### config.mk
export PLATFORM = sky130hd
export DESIGN_NAME = rr_arbiter8
export DESIGN_NICKNAME = d
export VERILOG_FILES = /design/src/rtl/arb_pkg.sv /design/src/rtl/rr_pick8.sv /design/src/rtl/rr_arbiter8.sv
export SDC_FILE = /design/constraint.sdc
export NUM_CORES = 1
export LEC_CHECK = 0
export CAP_MARGIN = 20
export CELL_PAD_IN_SITES_DETAIL_PLACEMENT = 0
export CELL_PAD_IN_SITES_GLOBAL_PLACEMENT = 1
export CORE_UTILIZATION = 39
export DETAILED_ROUTE_END_ITERATION = 10
export PLACE_DENSITY_LB_ADDON = 0.12
export SLEW_MARGIN = 10
export SYNTH_ARGS = -nofsm -noshare
export SYNTH_HDL_FRONTEND = slang
export SYNTH_SLANG_ARGS = --single-unit
### constraint.sdc
create_clock -name clk -period 3.9 [get_ports clk]
set_input_delay 0.975 -clock clk [delete_from_list [all_inputs] [get_ports clk]]
set_output_delay 0.975 -clock clk [all_outputs]
set_load 0.01 [all_outputs]
### src/rtl/arb_pkg.sv
// Shared types and constants for the 8-way round-robin arbiter.
// Latency: none; declarations only.
// Backpressure: none; declarations only.
package arb_pkg;

  localparam int N_REQ = 8;
  localparam int IDX_W = 3;

  // Maximum grant hold in cycles when the forced-release build is enabled (legal 2..255)
  localparam int TIMEOUT_CYCLES = 16;

  typedef enum logic {IDLE, GRANT} arb_state_t;

  typedef logic [IDX_W-1:0] arb_idx_t;

endpackage

### src/rtl/rr_pick8.sv
// Round-robin winner select: first set request strictly after ptr, wrapping mod 8.
// Latency: purely combinational.
// Backpressure: none; the caller decides when to act on win_idx.
module rr_pick8
  import arb_pkg::*;
(
  input  logic [N_REQ-1:0] req,
  input  arb_idx_t         ptr,
  output arb_idx_t         win_idx,
  output logic             any_req
);

  logic [IDX_W:0]     shamt;
  logic [2*N_REQ-1:0] dbl;
  logic [N_REQ-1:0]   rot;
  arb_idx_t           first;

  // Rotate right by ptr+1 so bit 0 of rot is the highest-priority requester;
  // ptr+1 spans 1..8, hence the extra shift bit.
  assign shamt = {1'b0, ptr} + {{IDX_W{1'b0}}, 1'b1};
  assign dbl   = {req, req} >> shamt;
  assign rot   = dbl[N_REQ-1:0];

  // LSB-first priority encode of the rotated vector
  always_comb begin
    first = '0;
    for (int i = N_REQ - 1; i >= 0; i--) begin
      if (rot[i]) first = arb_idx_t'(i);
    end
  end

  // Undo the rotation; 3-bit wrap gives the mod-8 arithmetic for free
  assign win_idx = first + ptr + arb_idx_t'(1);
  assign any_req = |req;

endmodule

### src/rtl/rr_arbiter8.sv
// Round-robin arbiter for 8 requesters; grant held until done or the owner withdraws.
// Latency: grant registered 1 cycle after request sampled in IDLE; 1 mandatory dead cycle after each release.
// Backpressure: owner holds the resource until it releases; ARB_TIMEOUT_EN adds a forced release after TIMEOUT_CYCLES.
module rr_arbiter8
  import arb_pkg::*;
(
  input  logic             clk,
  input  logic             rst,
  input  logic [N_REQ-1:0] req,
  input  logic             done,
  output logic [N_REQ-1:0] gnt,
  output logic [IDX_W-1:0] gnt_idx,
  output logic             gnt_valid,
  output logic             timeout
);

  arb_state_t       state_q, state_d;
  logic [N_REQ-1:0] gnt_q, gnt_d;
  arb_idx_t         idx_q, idx_d;
  arb_idx_t         ptr_q, ptr_d;
  arb_idx_t         win_idx;
  logic             any_req;
  logic             rel;
  logic             frc;
  logic [N_REQ-1:0] win_onehot;

`ifdef ARB_TIMEOUT_EN
  logic [7:0] cnt_q, cnt_d;
  logic       to_q, to_d;
`endif

  rr_pick8 u_pick (
    .req     (req),
    .ptr     (ptr_q),
    .win_idx (win_idx),
    .any_req (any_req)
  );

  // Voluntary release: explicit done or the owner dropping its request (one release either way)
  assign rel = (state_q == GRANT) && (done || !req[idx_q]);

`ifdef ARB_TIMEOUT_EN
  // Forced release only when no voluntary release is happening this cycle
  assign frc = (state_q == GRANT) && !rel && (cnt_q == 8'(TIMEOUT_CYCLES - 1));
`else
  assign frc = 1'b0;
`endif

  // One-hot decode of the winner
  always_comb begin
    win_onehot = '0;
    win_onehot[win_idx] = 1'b1;
  end

  // State register
  always_ff @(posedge clk or posedge rst) begin
    if (rst) state_q <= IDLE;
    else     state_q <= state_d;
  end

  // Next-state: IDLE grants on any request, GRANT drops back on any release
  always_comb begin
    state_d = state_q;
    case (state_q)
      IDLE:    if (any_req)   state_d = GRANT;
      GRANT:   if (rel || frc) state_d = IDLE;
      default: state_d = IDLE;
    endcase
  end

  // Next values of the grant, pointer and hold-counter registers
  always_comb begin
    gnt_d = gnt_q;
    idx_d = idx_q;
    ptr_d = ptr_q;
`ifdef ARB_TIMEOUT_EN
    cnt_d = cnt_q;
    to_d  = 1'b0;
`endif
    case (state_q)
      IDLE: begin
        if (any_req) begin
          gnt_d = win_onehot;
          idx_d = win_idx;
`ifdef ARB_TIMEOUT_EN
          cnt_d = '0;
`endif
        end
      end
      GRANT: begin
        if (rel || frc) begin
          gnt_d = '0;
          idx_d = '0;
          ptr_d = idx_q;
`ifdef ARB_TIMEOUT_EN
          to_d  = frc;
`endif
        end else begin
`ifdef ARB_TIMEOUT_EN
          cnt_d = cnt_q + 8'd1;
`endif
        end
      end
      default: begin
        gnt_d = '0;
        idx_d = '0;
      end
    endcase
  end

  // Output and pointer registers; pointer resets to 7 so requester 0 is searched first
  always_ff @(posedge clk or posedge rst) begin
    if (rst) begin
      gnt_q <= '0;
      idx_q <= '0;
      ptr_q <= arb_idx_t'(N_REQ - 1);
    end else begin
      gnt_q <= gnt_d;
      idx_q <= idx_d;
      ptr_q <= ptr_d;
    end
  end

`ifdef ARB_TIMEOUT_EN
  // Hold counter and one-cycle forced-release flag
  always_ff @(posedge clk or posedge rst) begin
    if (rst) begin
      cnt_q <= '0;
      to_q  <= 1'b0;
    end else begin
      cnt_q <= cnt_d;
      to_q  <= to_d;
    end
  end

  assign timeout = to_q;
`else
  assign timeout = 1'b0;
`endif

  assign gnt       = gnt_q;
  assign gnt_idx   = idx_q;
  assign gnt_valid = (state_q == GRANT);

endmodule

==> metrics.md <==
| Metric | Value |
|---|---|
| Status | `finished, violations left` |
| Failing checks | `DRC` |
| WHS Path Cells | `2` |
| Distinct cells, synth | `42` |
| Worst setup margin | `0.2595 ns` |
| Relative max-transition margin | `62.64%` |
| Die X-Extent | `57.73 um` |
| Seq/Total Area, Yosys | `31.30%` |
| Pleak | `0.6452 nW` |
| Synth warnings | `0` |
| Worst setup path category | `input pin to flop` |
| Routability cong. | `0.8027` |
| Area delta synth->final | `28.62%` |
| Max Fclk | `274.7 MHz` |
| Final setup violation count | `0` |
| Place WS | `-0.04148 ns` |
| Max cap viols | `0` |
| Fin area | `1558 um2` |
| Period utilization | `93.35%` |
| GRT Total Usage | `18.67%` |
| Leading post-synthesis cells by cell area | `dfrtp_1, mux2_2, mux2i_1` |
| DIE AREA | `3332 um2` |
| Biggest area consumer among synthesized cells | `dfrtp_1` |
| CTS tree | `done` |
| Via count | `1021` |
| Yosys top cell area share | `24.79%` |
| CP max FO | `9` |
| CTS clk-pin slew, worst paths | `0.09 ns` |
| DR vias/cell | `5.641` |
| DP HPWL | `2117 um` |
| Net Count, Synth | `130` |
| Ys async rst share | `100.0%` |
| Cell depth of the worst flop-to-flop path | `10` |
| DP Area | `1531 um2` |
| Synthesized area | `1211 um2` |
| GRT overflow | `0` |
| Fin Hold WS | `0.4874 ns` |
| Hold-fix buffers, CTS | `0` |
| ANT cells | `0` |
| Clock insertion delay at the later pin of the skew report | `0.28 ns` |
| Post-synth EDFFs | `0` |
| WL per Instance | `15.24 um` |
| FF+latch count, synth | `15` |
| # nets final | `164` |
| IO Pins | `24` |
| Num rows | `19` |
| DR iter-0 viols | `46` |
| Crit path required time | `4.07 ns` |
| Max VDD drop | `0.3775 mV` |
| Number of cells produced by synthesis | `117` |
| Crit. End Element | `flop` |
| RSZ-0062 raised after global routing | `false` |
| CTS sink cnt | `15` |
| Cell Pwr Density | `819.4 nW/um2` |
| Remaining DRCs | `2` |
| Worst Path Arrival | `3.81 ns` |
| CP Launch Type | `input pin` |
| Setup bufs post-CTS | `0` |
| Max-slew violation total from the final report | `0` |
| Flop2flop setup slack | `0.55 ns` |
| Post-route ant nets | `0` |
| Final hold violations | `0` |
| Initial Util | `42.46%` |
| Hold Crit Class | `flop to flop` |
| DR pass1 iterations | `10` |
| Vias in the first global route | `985` |
| Skew final | `0.002796 ns` |
| Slew @ Worst Pin | `0.5598 ns` |
| Initial antenna violation count | `0` |
| Core area | `2853 um2` |
| Largest net degree at the start of global routing | `17` |
| First-pass GRT wire length | `4788 um` |
| Syn_area_per_cell | `10.35 um2` |
| H-tree levels | `1` |
| CTS Buf Count | `3` |
| Final min period | `3.640 ns` |
| Proportion of layout cells with a drive suffix above 1 | `30.00%` |
| Die span in y | `57.73 um` |
| Resized Gates After CTS | `0` |
| Root Buffer | `clkbuf_4` |
| Prevailing post-synth register cell | `dfrtp_1` |
| Util after Layout | `54.61%` |
| PortBufs | `22` |
| Maximum clock path buffer count | `2` |
| Detailed Route WL | `2758 um` |
## final cells by class
type | count | area (um2)
Multi-Input combinational cell | 90 | 773.2
Sequential cell | 15 | 379.1
Tap cell | 31 | 38.79
Timing Repair Buffer | 35 | 317.8
Fill cell | 250 | 1295
Inverter | 6 | 22.52
Clock buffer | 4 | 26.28
## sequential cells by signal (all words and copies together) (netlist names)
name	cells
gnt	8
gnt_idx	3
ptr_q	3
gnt_valid	1
## Yosys cell counts, drive strengths merged (3+ instances only)
cell type	number
nor3	6
a32o	4
o21ai	6
a211oi	4
o41ai	3
buf	5
nand2	10
mux2i	8
nor4	3
mux2	15
dfrtp	12
dfstp	3
nor2	7
inv	6
## worst max-delay path, stage by stage
cell	delay (ns)
clkdlybuf4s50_1	0.42
mux2_1	0.32
mux2i_1	0.23
nor2_1	0.06
nor4_1	0.20
o21ai_0	0.12
a211o_1	0.30
ha_1	0.19
fa_1	0.45
xor2_4	0.25
mux2_2	0.29
## stage by stage
step | TNS, ns | total power [mW] | std cells
global route | 0 | 1.391 | 181
finish | 0 | 1.276 | 181
floorplan | 0 | 0.9289 | 117
CTS | 0 | 1.283 | 181
detailed placement | -0.1521 | 1.190 | 177
global placement | -0.06179 | 1.179 | 177
## placed cells by master (no fill, tap or decap), drive strengths merged, types with 6 or more instances in the layout
master          n
buf            13
clkdlybuf4s50  22
dfrtp          12
inv             6
mux2           15
mux2i           8
nand2          10
nor2            7
nor3            6
o21ai           6
## path summary, 6_finish.rpt
kind                                               end            startpoint
worst max-delay path            gnt_idx[2]$_DFFE_PP0P_                req[6]
worst min-delay path                gnt[1]$_DFFE_PP0P_    gnt[1]$_DFFE_PP0P_
worst max register to register  gnt_idx[2]$_DFFE_PP0P_  ptr_q[1]$_DFFE_PP1P_
worst min register to register      gnt[1]$_DFFE_PP0P_    gnt[1]$_DFFE_PP0P_
max in group asynchronous         ptr_q[0]$_DFFE_PP1P_                   rst
min in group asynchronous           gnt[5]$_DFFE_PP0P_                   rst
## metal layers
layer | track usage, % | share of wire, % | vias to the layer above
li1 | - | - | 502
met1 | 27.88 | 51 | 493
met2 | 28.57 | 44 | 26
met3 | 5.134 | 4.4 | 0
met4 | 1.020 | 0 | 0
met5 | 0 | 0 | -
## report_power, final
group | internal [mW] | total (mW) | switching (mW)
clock network | 0.0397 | 0.0885 | 0.0488
logic | 0.432 | 0.869 | 0.437
registers | 0.226 | 0.319 | 0.0929
total | 0.698 | 1.28 | 0.579
## cells by family after synthesis
family | Yosys count | synth area share, %
other | 1 | 0.3096
AND/OR/NAND/NOR | 32 | 13.12
flip-flops | 15 | 31.30
multiplexers | 25 | 24.90
XOR/XNOR | 1 | 2.273
adder cells (fa/ha/maj) | 3 | 3.616
buffers and inverters | 12 | 4.855
AO/OA/AOI/OAI | 28 | 19.63
(Power assumes the default switching activity.)
